**config.mk**
```make
export PLATFORM = sky130hd
export DESIGN_NAME = writeback_arbiter
export DESIGN_NICKNAME = d
export VERILOG_FILES = /design/src/rtl/writeback_arbiter_pkg.sv /design/src/rtl/writeback_arbiter_wb_fifo.sv /design/src/rtl/writeback_arbiter.sv
export SDC_FILE = /design/constraint.sdc
export NUM_CORES = 1
export LEC_CHECK = 0
export CAP_MARGIN = 25
export CORE_ASPECT_RATIO = 1.25
export CORE_MARGIN = 2
export CORE_UTILIZATION = 59
export DETAILED_ROUTE_END_ITERATION = 8
export PLACE_DENSITY = 0.85
export SLEW_MARGIN = 25
export SYNTH_ARGS = -nofsm -noshare
export SYNTH_HDL_FRONTEND = slang
export SYNTH_SLANG_ARGS = --single-unit
```
**constraint.sdc**
```tcl
create_clock -name clk -period 6.2 [get_ports clk]
set_input_delay 0.93 -clock clk [delete_from_list [all_inputs] [get_ports clk]]
set_output_delay 0.93 -clock clk [all_outputs]
set_load 0.005 [all_outputs]
```
**src/rtl/writeback_arbiter_pkg.sv**
```systemverilog
// Shared types for the writeback path: ROB-renamed destination, exception codes,
// and the writeback entry carried from execution units to the reorder buffer.
package writeback_arbiter_pkg;

    localparam int unsigned DataWidth    = 32;
    localparam int unsigned RobIdWidth   = 6;
    localparam int unsigned ExpCodeWidth = 4;

    // Control strobes on this path are active-low.
    localparam logic Enable_  = 1'b0;
    localparam logic Disable_ = 1'b1;

    typedef struct packed {
        logic [RobIdWidth-1:0] addr;
    } RegFile_t;

    typedef enum logic [ExpCodeWidth-1:0] {
        EXP_I_MISS_ALIGN = 4'h0,
        EXP_I_ACCESS     = 4'h1,
        EXP_ILLEGAL_INST = 4'h2,
        EXP_BREAK        = 4'h3,
        EXP_D_MISS_ALIGN = 4'h4,
        EXP_D_ACCESS     = 4'h5,
        EXP_ECALL        = 4'h8
    } ExpCode_t;

    typedef struct packed {
        RegFile_t              rd;
        logic [DataWidth-1:0]  data;
        logic                  exp_;
        ExpCode_t              exp_code;
        logic                  pred_miss_;
        logic                  jump_miss_;
    } WbEntry_t;

    localparam WbEntry_t WbEntryReset = '{
        rd:         '0,
        data:       '0,
        exp_:       Disable_,
        exp_code:   EXP_I_MISS_ALIGN,
        pred_miss_: Disable_,
        jump_miss_: Disable_
    };

endpackage

```
**src/rtl/writeback_arbiter_wb_fifo.sv**
```systemverilog
// Small circular-buffer FIFO holding completed results from one execution unit.
// Pushes into a full FIFO and pops from an empty one are ignored.
module wb_fifo
    import writeback_arbiter_pkg::*;
#(
    parameter int unsigned DEPTH = 2,
    parameter type entry_t = WbEntry_t
) (
    input  logic   clk,
    input  logic   reset,
    input  logic   push,
    input  logic   pop,
    input  logic   clear,
    input  entry_t din,
    output logic   full,
    output logic   empty,
    output entry_t head
);

    localparam int unsigned PtrWidth = (DEPTH > 1) ? $clog2(DEPTH) : 1;
    localparam int unsigned CntWidth = $clog2(DEPTH + 1);
    localparam logic [PtrWidth-1:0] LastPtr = PtrWidth'(DEPTH - 1);

    entry_t              mem [DEPTH];
    logic [PtrWidth-1:0] head_ptr;
    logic [PtrWidth-1:0] tail_ptr;
    logic [CntWidth-1:0] count;
    logic                do_push;
    logic                do_pop;

    assign full    = (count == CntWidth'(DEPTH));
    assign empty   = (count == '0);
    assign do_push = push && !full;
    assign do_pop  = pop && !empty;
    assign head    = mem[head_ptr];

    always_ff @(posedge clk) begin
        if (reset || clear) begin
            head_ptr <= '0;
            tail_ptr <= '0;
            count    <= '0;
        end else begin
            if (do_push) tail_ptr <= (tail_ptr == LastPtr) ? '0 : tail_ptr + 1'b1;
            if (do_pop)  head_ptr <= (head_ptr == LastPtr) ? '0 : head_ptr + 1'b1;
            case ({do_push, do_pop})
                2'b10:   count <= count + 1'b1;
                2'b01:   count <= count - 1'b1;
                default: count <= count;
            endcase
        end
    end

    // Storage carries no reset; validity is tracked by count alone.
    always_ff @(posedge clk) begin
        if (do_push && !clear) mem[tail_ptr] <= din;
    end

endmodule

```
**src/rtl/writeback_arbiter.sv**
```systemverilog
// Serializes results from SRC execution units onto the single ROB writeback port
// through per-source FIFOs and a round-robin arbiter draining one entry per cycle.
module writeback_arbiter
    import writeback_arbiter_pkg::*;
#(
    parameter int unsigned DATA  = DataWidth,
    parameter int unsigned SRC   = 3,
    parameter int unsigned DEPTH = 2
) (
    input  logic                     clk,
    input  logic                     reset,
    input  logic                     flush_,
    input  logic [SRC-1:0]           src_e_,
    input  RegFile_t [SRC-1:0]       src_rd,
    input  logic [SRC-1:0][DATA-1:0] src_data,
    input  logic [SRC-1:0]           src_exp_,
    input  ExpCode_t [SRC-1:0]       src_exp_code,
    input  logic [SRC-1:0]           src_pred_miss_,
    input  logic [SRC-1:0]           src_jump_miss_,
    output logic [SRC-1:0]           src_full,
    output logic                     wb_e_,
    output RegFile_t                 wb_rd,
    output logic [DATA-1:0]          wb_data,
    output logic                     wb_exp_,
    output ExpCode_t                 wb_exp_code,
    output logic                     wb_pred_miss_,
    output logic                     wb_jump_miss_,
    output logic                     overflow
);

    localparam int unsigned PtrWidth = (SRC > 1) ? $clog2(SRC) : 1;
    localparam logic [PtrWidth-1:0] LastSrc = PtrWidth'(SRC - 1);

    WbEntry_t [SRC-1:0]  src_entry;
    WbEntry_t            head [SRC];
    logic [SRC-1:0]      valid_in;
    logic [SRC-1:0]      push;
    logic [SRC-1:0]      pop;
    logic [SRC-1:0]      empty;
    logic [SRC-1:0]      full;
    logic                flush;
    logic [PtrWidth-1:0] rr_ptr;
    logic [PtrWidth-1:0] grant_idx;
    logic                grant_valid;
    logic                wb_e_q;
    WbEntry_t            wb_q;

    assign flush = (flush_ == Enable_);

    always_comb begin
        for (int unsigned i = 0; i < SRC; i++) begin
            valid_in[i]  = (src_e_[i] == Enable_);
            src_entry[i] = '{
                rd:         src_rd[i],
                data:       DataWidth'(src_data[i]),
                exp_:       src_exp_[i],
                exp_code:   src_exp_code[i],
                pred_miss_: src_pred_miss_[i],
                jump_miss_: src_jump_miss_[i]
            };
        end
    end

    // A flush discards the whole cycle: no pushes, no pops.
    assign push = valid_in & ~{SRC{flush}};

    for (genvar i = 0; i < SRC; i++) begin : g_src
        assign pop[i] = grant_valid && !flush && (grant_idx == PtrWidth'(i));

        wb_fifo #(
            .DEPTH   (DEPTH),
            .entry_t (WbEntry_t)
        ) u_fifo (
            .clk   (clk),
            .reset (reset),
            .push  (push[i]),
            .pop   (pop[i]),
            .clear (flush),
            .din   (src_entry[i]),
            .full  (full[i]),
            .empty (empty[i]),
            .head  (head[i])
        );
    end

    assign src_full = full;

    // First non-empty FIFO searching upward from rr_ptr, wrapping mod SRC.
    always_comb begin
        int unsigned         idx;
        logic [PtrWidth-1:0] cand;
        grant_valid = 1'b0;
        grant_idx   = rr_ptr;
        idx         = 0;
        cand        = '0;
        for (int unsigned k = 0; k < SRC; k++) begin
            idx  = (32'(rr_ptr) + k) % SRC;
            cand = PtrWidth'(idx);
            if (!grant_valid && !empty[cand]) begin
                grant_valid = 1'b1;
                grant_idx   = cand;
            end
        end
    end

    always_ff @(posedge clk) begin
        if (reset) begin
            wb_e_q   <= Disable_;
            wb_q     <= WbEntryReset;
            rr_ptr   <= '0;
            overflow <= 1'b0;
        end else begin
            if (!flush && |(valid_in & full)) overflow <= 1'b1;
            if (flush) begin
                wb_e_q <= Disable_;
                rr_ptr <= '0;
            end else if (grant_valid) begin
                wb_e_q <= Enable_;
                wb_q   <= head[grant_idx];
                rr_ptr <= (grant_idx == LastSrc) ? '0 : grant_idx + 1'b1;
            end else begin
                wb_e_q <= Disable_;
            end
        end
    end

    assign wb_e_         = wb_e_q;
    assign wb_rd         = wb_q.rd;
    assign wb_data       = DATA'(wb_q.data);
    assign wb_exp_       = wb_q.exp_;
    assign wb_exp_code   = wb_q.exp_code;
    assign wb_pred_miss_ = wb_q.pred_miss_;
    assign wb_jump_miss_ = wb_q.jump_miss_;

endmodule
```
==> metrics.txt, run 1 <==
# TYPE chip_impl_metric gauge
chip_impl_info{name="run_status",value="finished clean"} 1
chip_impl_metric{name="dp.final_hpwl",unit="mm"} 19.8
chip_impl_metric{name="std_cell_rows",unit=""} 62
chip_impl_metric{name="worst_slew_margin_rel",unit="%"} 28.1
chip_impl_info{name="ys.flop_type",value="sky130_fd_sc_hd__edfxtp_1"} 1
chip_impl_metric{name="synthesis.area_per_instance",unit="um2"} 15.2
chip_impl_metric{name="power_density",unit="mW/mm2"} 329
chip_impl_metric{name="post_synth_edffs",unit=""} 270
chip_impl_metric{name="fp.dieArea",unit="mm2"} 0.0243
chip_impl_metric{name="max_rail_drop_vdd",unit="mV"} 0.286
chip_impl_metric{name="grt_max_degree",unit=""} 87
chip_impl_metric{name="place_inst",unit=""} 1313
chip_impl_info{name="worst-setup-path-type",value="reg -> reg"} 1
chip_impl_metric{name="clock_tree.buffer_depth",unit=""} 3
chip_impl_metric{name="ios",unit=""} 191
chip_impl_metric{name="count_of_final_setup_violators",unit=""} 0
chip_impl_info{name="endpoint_kind",value="register"} 1
chip_impl_metric{name="yosys.area_share.xor_xnor",unit="%"} 0.579
chip_impl_info{name="worst_setup_path_startpoint",value="rr_ptr[0]"} 1
chip_impl_metric{name="clock_pin_slew_on_the_worst_setup_and_hold_paths",unit="ns"} 0.06
chip_impl_metric{name="tightest_slew",unit="ns"} 1.08
chip_impl_metric{name="layout.cells.non_filler",unit=""} 1371
chip_impl_metric{name="postSynthNetCount",unit=""} 1045
chip_impl_metric{name="nets",unit=""} 1204
chip_impl_metric{name="maxCapViolCount",unit=""} 0
chip_impl_metric{name="cellLeakagePower",unit="nW"} 5.21
chip_impl_metric{name="cts_sinks",unit=""} 334
chip_impl_metric{name="drive_above_1_share",unit="%"} 15.9
chip_impl_metric{name="globalRoute.totalOverflow",unit=""} 0
chip_impl_metric{name="num_vias",unit=""} 8532
chip_impl_metric{name="core_region_area",unit="mm2"} 0.0228
chip_impl_metric{name="finalCriticalPeriod",unit="ns"} 4.88
chip_impl_info{name="worst_path_max_delay_cell",value="sky130_fd_sc_hd__o21a_2"} 1
chip_impl_metric{name="hold_viol",unit=""} 0
chip_impl_metric{name="cts-hold-fix-buffers",unit=""} 0
chip_impl_metric{name="dpl-instance-area",unit="mm2"} 0.0157
chip_impl_metric{name="slowest_stage_delay_on_critical_path",unit="ns"} 0.90
chip_impl_metric{name="cts_repair_resize_count",unit=""} 0
chip_impl_metric{name="netlist_instances",unit=""} 898
chip_impl_info{name="rsz0062_at_grt",value="no"} 1
chip_impl_metric{name="setup_total_negative_slack",unit="ns"} 0
chip_impl_metric{name="fmaxAchievable",unit="MHz"} 205
chip_impl_metric{name="placement.io_buffers",unit=""} 190
chip_impl_metric{name="antenna_found_initial",unit=""} 2
chip_impl_metric{name="h-tree-depth",unit=""} 1
chip_impl_metric{name="post_cts_buffers",unit=""} 0
chip_impl_metric{name="fp.dieH",unit="um"} 174
chip_impl_metric{name="synthToLayoutAreaGrowth",unit="%"} 22.5
chip_impl_metric{name="worst-r2r-setup-slack",unit="ns"} 1.32
chip_impl_metric{name="yosysWarningCount",unit=""} 0
chip_impl_metric{name="synth_compound_area_share",unit="%"} 10.7
chip_impl_metric{name="first_global_vias",unit=""} 8909
chip_impl_metric{name="post_synth_mux_area_share",unit="%"} 11.0
chip_impl_info{name="worstHoldStart",value="g_src[0].u_fifo.head_ptr"} 1
chip_impl_metric{name="wire_length_of_the_first_global_routing_pass",unit="mm"} 48.2
chip_impl_metric{name="gr-usage-all-layers",unit="%"} 25.3
chip_impl_metric{name="timing.critical_path.required",unit="ns"} 6.65
chip_impl_metric{name="clock_skew",unit="ns"} 0.0112
chip_impl_info{name="synth_area_leaders",value="sky130_fd_sc_hd__edfxtp_1 60%, sky130_fd_sc_hd__dfxtp_1 9.4%, sky130_fd_sc_hd__mux2_2 7.2%"} 1
chip_impl_metric{name="tritoncts.num_buffers",unit=""} 30
chip_impl_info{name="timing.critical_path.cells",value="inv_1, ha_1, nor4bb_1, o21ai_1, a2bb2oi_4, buf_4, o21a_2, and2_1, ha_1, or3_1, a21oi_1"} 1
chip_impl_info{name="crit_path_frequent_cell",value="sky130_fd_sc_hd__ha_1"} 1
chip_impl_metric{name="synthArstFlopShare",unit="%"} 0
chip_impl_metric{name="clk_latency",unit="ns"} 0.54
chip_impl_info{name="timing.critical_path.from_type",value="register"} 1
chip_impl_metric{name="n_fill_cell",unit=""} 1468
chip_impl_info{name="hold_class",value="reg -> reg"} 1
chip_impl_metric{name="worst_hold_path.num_cells",unit=""} 2
chip_impl_info{name="clock-root-buffer",value="sky130_fd_sc_hd__clkbuf_16"} 1
chip_impl_metric{name="post-route-cell-area",unit="mm2"} 0.0167
chip_impl_metric{name="netlist_area",unit="mm2"} 0.0136
chip_impl_metric{name="detail_route.wl_per_cell",unit="um"} 22.8
chip_impl_metric{name="detail_route.drc_violations",unit=""} 0
chip_impl_metric{name="fp.dieW",unit="um"} 140
chip_impl_metric{name="start_util",unit="%"} 59.7
chip_impl_metric{name="synth-adder-area-share",unit="%"} 0.551
chip_impl_metric{name="avgViaCountPerCell",unit=""} 6.22
chip_impl_metric{name="postRouteAntennaNets",unit=""} 0
chip_impl_metric{name="routed_wirelength",unit="mm"} 31.3
chip_impl_metric{name="timing.final.crit_share",unit="%"} 78.8
chip_impl_metric{name="yosys.cell_types.count",unit=""} 55
chip_impl_metric{name="timing_max_transition_violations_final",unit=""} 0
chip_impl_info{name="timing.rr.end",value="g_src[1].u_fifo.count[1]"} 1
chip_impl_metric{name="post_synth_and_or_nand_nor_area_fraction",unit="%"} 5.20
chip_impl_info{name="cts_tree",value="built"} 1
chip_impl_info{name="post-synth-top-area-cell",value="sky130_fd_sc_hd__edfxtp_1"} 1
chip_impl_info{name="synth_top_family_by_area",value="multiplexers"} 1
chip_impl_info{name="r2r_start",value="rr_ptr[0]"} 1
chip_impl_metric{name="synth.ff_latch_count",unit=""} 334
chip_impl_metric{name="globalplace.congestion",unit=""} 0.870
chip_impl_metric{name="synth-seq-area-share",unit="%"} 68.9
chip_impl_metric{name="area_share_of_the_leading_cell_type_in_the_synthesized_netlist",unit="%"} 59.5
chip_impl_metric{name="r2r.worst_path.cells",unit=""} 11
chip_impl_metric{name="drtIter0Drc",unit=""} 844
chip_impl_metric{name="critical_path_at",unit="ns"} 5.34
chip_impl_metric{name="critical_path_peak_fanout",unit=""} 47
chip_impl_metric{name="drt-pass1-iter-count",unit=""} 5
-- cells in the final DEF (no fill, tap or decap), types with 3 or more instances in the layout --
cell type,instances
sky130_fd_sc_hd__dfxtp_1,61
sky130_fd_sc_hd__clkbuf_16,31
sky130_fd_sc_hd__mux2i_1,52
sky130_fd_sc_hd__xnor2_1,6
sky130_fd_sc_hd__a311oi_1,42
sky130_fd_sc_hd__and2_2,3
sky130_fd_sc_hd__clkinv_2,3
sky130_fd_sc_hd__mux2_2,87
sky130_fd_sc_hd__nand3_1,43
sky130_fd_sc_hd__ha_1,6
sky130_fd_sc_hd__nor3_1,8
sky130_fd_sc_hd__nor2b_1,5
sky130_fd_sc_hd__nand2_1,5
sky130_fd_sc_hd__clkbuf_8,4
sky130_fd_sc_hd__nor2_1,52
sky130_fd_sc_hd__o211ai_1,93
sky130_fd_sc_hd__a21oi_1,10
sky130_fd_sc_hd__clkdlybuf4s50_1,189
sky130_fd_sc_hd__or3_1,6
sky130_fd_sc_hd__edfxtp_1,270
sky130_fd_sc_hd__inv_1,11
sky130_fd_sc_hd__clkbuf_1,8
sky130_fd_sc_hd__buf_4,12
sky130_fd_sc_hd__o21ai_0,9
sky130_fd_sc_hd__nor2_4,4
sky130_fd_sc_hd__clkinv_1,6
sky130_fd_sc_hd__xor2_1,3
-- cell families (layout without fill, tap and decap cells) --
| group | count (synthesis) | in the layout |
|---|---|---|
| other | 0 | 2 |
| AO/OA/AOI/OAI | 179 | 179 |
| multiplexers | 139 | 139 |
| flip-flops | 334 | 334 |
| buffers and inverters | 87 | 270 |
| adder cells (fa/ha/maj) | 6 | 6 |
| AND/OR/NAND/NOR | 144 | 144 |
| XOR/XNOR | 9 | 9 |
-- state kept, by name (all words and copies together), names as in the netlist, 2 cells and up, named ones only --
name and flops:
g_src.u_fifo.tail_ptr 3, g_src.u_fifo.mem 270, wb_exp_code 4, g_src.u_fifo.head_ptr 3
rr_ptr 2, g_src.u_fifo.count 6, wb_data 32, wb_rd 6
-- worst max path at each step --
stage	end	slack, ns	depth (start not counted)
floorplan	g_src[0].u_fifo.mem[0][0]	2.42	4
CTS	g_src[1].u_fifo.count[1]	1.40	11
global placement	g_src[1].u_fifo.count[1]	1.72	11
global route	g_src[1].u_fifo.count[1]	1.11	11
detailed placement	g_src[1].u_fifo.count[1]	1.50	11
finish	g_src[1].u_fifo.count[1]	1.32	11
-- routing by layer --
metal | GRT usage [%] | routed length [um]
met5 | 0 | 0
met4 | 9.21 | 961
met3 | 3.12 | 2050
met2 | 45.8 | 16600
met1 | 31.3 | 11700
-- area by class of cell --
| cell class | count | area [um2] | area share, % |
|---|---|---|---|
| repair buffers | 203 | 2010 | 12.1 |
| flip-flops and latches | 334 | 9400 | 56.3 |
| clock inverters | 13 | 114 | 0.682 |
| clock buffers | 43 | 861 | 5.16 |
| diodes | 2 | 5.00 | 0.0300 |
| well taps | 288 | 360 | 2.16 |
| multi-input cells | 477 | 3900 | 23.4 |
| inverters | 11 | 41.3 | 0.247 |
-- report_power, final --
part | internal, W | switching [W]
registers | 0.00255 | 0.0000790
logic | 0.000454 | 0.000592
clock network | 0.00105 | 0.000771
total | 0.00405 | 0.00144
-- cells in the mapped netlist, types with 6 or more instances --
cell type                  instances
sky130_fd_sc_hd__a21oi_1          11
sky130_fd_sc_hd__a311oi_1         42
sky130_fd_sc_hd__buf_2            20
sky130_fd_sc_hd__buf_4            15
sky130_fd_sc_hd__clkbuf_1         39
sky130_fd_sc_hd__dfxtp_1          64
sky130_fd_sc_hd__edfxtp_1        270
sky130_fd_sc_hd__ha_1              6
sky130_fd_sc_hd__inv_1            11
sky130_fd_sc_hd__mux2_2           87
sky130_fd_sc_hd__mux2i_1          52
sky130_fd_sc_hd__nand3_1          43
sky130_fd_sc_hd__nor2_1           56
sky130_fd_sc_hd__nor3_1            8
sky130_fd_sc_hd__o211ai_1         93
sky130_fd_sc_hd__o21ai_0           9
sky130_fd_sc_hd__or3_1             6
sky130_fd_sc_hd__xnor2_1           6
-- per-stage QoR --
| stage | total power (W) | utilization [%] | hold WS [ns] | worst slack, ns |
|---|---|---|---|---|
| final | 0.00549 | 73.2 | 0.476 | 1.32 |
| after detailed placement | 0.00370 | 68.9 | 0.469 | 1.50 |
| after global routing | 0.00567 | 73.2 | 0.500 | 1.11 |
| after floorplan | 0.00328 | - | 0.452 | 2.42 |
| after CTS | 0.00549 | 73.2 | 0.473 | 1.40 |
| after global placement | 0.00365 | 68.8 | 0.452 | 1.72 |
-- critical path: cells and delay by family, from the launching register on --
kind / cells / cell delay (ns)
DFF: 1 / 0.43
buffers and inverters: 2 / 0.54
and+or+nand+nor: 3 / 1.01
adders and majority gates: 2 / 0.91
AOI/OAI and AO/OA: 4 / 1.87
(Power assumes the default switching activity.)
==> run 2: changes to the inputs <==
CORE_UTILIZATION = 55   (was 59)
PLACE_DENSITY = 0.8   (was 0.85)
clock period = 4.6 ns   (was 6.2 ns; I/O delays follow)
==> metrics.txt, run 2 (synthesized netlist as in run 1, its figures left out) <==
# TYPE chip_impl_metric gauge
chip_impl_metric{name="clock_tree.buffer_depth",unit=""} 3
chip_impl_info{name="endpoint_kind",value="register"} 1
chip_impl_info{name="timing.critical_path.from_type",value="register"} 1
chip_impl_metric{name="grt.met2_usage",unit="%"} 42.5
chip_impl_metric{name="cts-hold-fix-buffers",unit=""} 0
chip_impl_metric{name="critical_path_peak_fanout",unit=""} 46
chip_impl_metric{name="antenna_found_initial",unit=""} 3
chip_impl_info{name="cts_tree",value="built"} 1
chip_impl_metric{name="p_total",unit="W"} 0.00771
chip_impl_metric{name="cts_repair_resize_count",unit=""} 0
chip_impl_info{name="timing.critical_path.cells",value="inv_1, ha_1, nor4bb_1, o21ai_1, a2bb2oi_4, buf_4, o21a_2, buf_4, o211ai_1, a311oi_1"} 1
chip_impl_metric{name="fp.dieArea",unit="mm2"} 0.0260
chip_impl_metric{name="hold_viol",unit=""} 0
chip_impl_metric{name="place_inst",unit=""} 1363
chip_impl_info{name="worst-setup-path-type",value="reg -> reg"} 1
chip_impl_metric{name="setup_total_negative_slack",unit="ns"} 0
chip_impl_metric{name="tightest_slew",unit="ns"} 0.904
chip_impl_metric{name="start_util",unit="%"} 55.8
chip_impl_metric{name="num_vias",unit=""} 8605
chip_impl_metric{name="timing_max_transition_violations_final",unit=""} 0
chip_impl_metric{name="dp.final_hpwl",unit="mm"} 20.6
chip_impl_metric{name="detail_route.wl_per_cell",unit="um"} 23.0
chip_impl_metric{name="max_rail_drop_vdd",unit="mV"} 0.362
chip_impl_info{name="worst_path_max_delay_cell",value="sky130_fd_sc_hd__ha_1"} 1
chip_impl_metric{name="cts_sinks",unit=""} 334
chip_impl_metric{name="ios",unit=""} 191
chip_impl_metric{name="clock_pin_slew_on_the_worst_setup_and_hold_paths",unit="ns"} 0.06
chip_impl_metric{name="tritoncts.num_buffers",unit=""} 31
chip_impl_info{name="hold_class",value="reg -> reg"} 1
chip_impl_metric{name="cellLeakagePower",unit="nW"} 5.31
chip_impl_metric{name="globalplace.congestion",unit=""} 0.889
chip_impl_metric{name="core_region_area",unit="mm2"} 0.0244
chip_impl_metric{name="finalCriticalPeriod",unit="ns"} 3.98
chip_impl_info{name="mostFrequentLayoutCells",value="270 x sky130_fd_sc_hd__edfxtp_1, 189 x sky130_fd_sc_hd__clkdlybuf4s50_1, 93 x sky130_fd_sc_hd__o211ai_1"} 1
chip_impl_metric{name="timing.critical_path.required",unit="ns"} 5.02
chip_impl_metric{name="detail_route.drc_violations",unit=""} 0
chip_impl_metric{name="placement.io_buffers",unit=""} 190
chip_impl_info{name="crit_path_frequent_cell",value="sky130_fd_sc_hd__buf_4"} 1
chip_impl_metric{name="maxCapViolCount",unit=""} 0
chip_impl_info{name="mostFrequentLayoutCell",value="sky130_fd_sc_hd__edfxtp_1"} 1
chip_impl_metric{name="post_cts_buffers",unit=""} 0
chip_impl_metric{name="clock_skew",unit="ns"} 0.0110
chip_impl_metric{name="drive_above_1_share",unit="%"} 17.0
chip_impl_metric{name="final_core_util",unit="%"} 69.3
chip_impl_metric{name="clk_latency",unit="ns"} 0.55
chip_impl_info{name="busiest_layer",value="met2"} 1
chip_impl_metric{name="synthToLayoutAreaGrowth",unit="%"} 24.3
chip_impl_metric{name="std_cell_rows",unit=""} 64
chip_impl_metric{name="worst_slew_margin_rel",unit="%"} 39.7
chip_impl_metric{name="first_global_vias",unit=""} 8896
chip_impl_metric{name="layout.cells.non_filler",unit=""} 1422
chip_impl_metric{name="flip_flop_count_of_the_largest_register_all_copies_and_words_added",unit=""} 270
chip_impl_metric{name="postRouteAntennaNets",unit=""} 0
chip_impl_info{name="biggest_register",value="g_src.u_fifo.mem"} 1
chip_impl_metric{name="count_of_final_setup_violators",unit=""} 0
chip_impl_metric{name="fp.dieH",unit="um"} 180
chip_impl_metric{name="n_fill_cell",unit=""} 1608
chip_impl_metric{name="grt_max_degree",unit=""} 86
chip_impl_metric{name="power_density",unit="mW/mm2"} 456
chip_impl_info{name="rsz0062_at_grt",value="no"} 1
chip_impl_metric{name="use_met3",unit="%"} 3.65
chip_impl_metric{name="drt-pass1-iter-count",unit=""} 5
chip_impl_metric{name="globalRoute.totalOverflow",unit=""} 0
chip_impl_metric{name="fmaxAchievable",unit="MHz"} 251
chip_impl_metric{name="grt_use_met1",unit="%"} 31.7
chip_impl_metric{name="fp.dieW",unit="um"} 145
chip_impl_metric{name="critical_path_at",unit="ns"} 4.41
chip_impl_metric{name="drtIter0Drc",unit=""} 838
chip_impl_metric{name="timing.final.crit_share",unit="%"} 86.6
chip_impl_metric{name="nets",unit=""} 1213
chip_impl_info{name="run_status",value="finished clean"} 1
chip_impl_metric{name="avgViaCountPerCell",unit=""} 6.05
chip_impl_metric{name="slowest_stage_delay_on_critical_path",unit="ns"} 0.63
chip_impl_info{name="clock-root-buffer",value="sky130_fd_sc_hd__clkbuf_16"} 1
chip_impl_metric{name="hold_ws",unit="ns"} 0.479
chip_impl_metric{name="routed_wirelength",unit="mm"} 32.7
chip_impl_metric{name="wire_length_of_the_first_global_routing_pass",unit="mm"} 49.5
chip_impl_metric{name="h-tree-depth",unit=""} 1
chip_impl_metric{name="gr-usage-all-layers",unit="%"} 25.0
==> run 2: cell types whose count changed in the layout (fill, tap and decap cells not counted), moves of 2 or more <==
cell                        delta
sky130_fd_sc_hd__buf_4         +8
sky130_fd_sc_hd__bufinv_16     +3
sky130_fd_sc_hd__clkbuf_8      +5
sky130_fd_sc_hd__clkinv_2      -2
sky130_fd_sc_hd__clkinv_1      -5
==> run 2: through the flow <==
stage,worst slack [ns],instance area [um2]
final,0.617,16900
after global routing,0.376,16900
after CTS,0.691,16900
after detailed placement,0.809,15800
after global placement,0.967,15800
after floorplan,1.06,13600
==> run 2: worst paths after layout <==
path / cells after the start / start / to / slack, ns
max reg2reg: 10 / rr_ptr[0] / wb_data[14] / 0.62
min reg2reg: 2 / g_src[0].u_fifo.head_ptr / register / 0.48
max: 10 / rr_ptr[0] / wb_data[14] / 0.62
min: 2 / g_src[0].u_fifo.head_ptr / register / 0.48
==> run 2: where the power goes <==
group | total, W | switching [W] | internal [W]
clock | 0.00272 | 0.00105 | 0.00166
sequential | 0.00354 | 0.000104 | 0.00343
combinational | 0.00146 | 0.000849 | 0.000607
total | 0.00771 | 0.00201 | 0.00570
==> run 2: area by class of cell <==
cell class	instances	area, um2	share of cell area (%)
clock buffer	48	930	5.49
inverter	11	41.3	0.244
clock inverter	8	175	1.03
antenna	3	7.51	0.0444
sequential	334	9400	55.5
tap	330	413	2.44
timing repair buffer	211	2070	12.2
multi-input combinational	477	3900	23.0
==> run 2: routing by layer <==
layer,vias up,share of wire (%)
met5,-,0
met4,0,4.5
met3,87,6.7
met2,428,51
met1,4224,38
li1,3866,-
==> run 2: worst max-delay path, delay by kind of cell (launching register included) <==
| family | cells | cell delay, ns |
|---|---|---|
| AO/OA/AOI/OAI | 5 | 1.34 |
| buffers and inverters | 3 | 1.15 |
| adder cells (fa/ha/maj) | 1 | 0.63 |
| flip-flops | 1 | 0.42 |
| AND/OR/NAND/NOR | 1 | 0.30 |
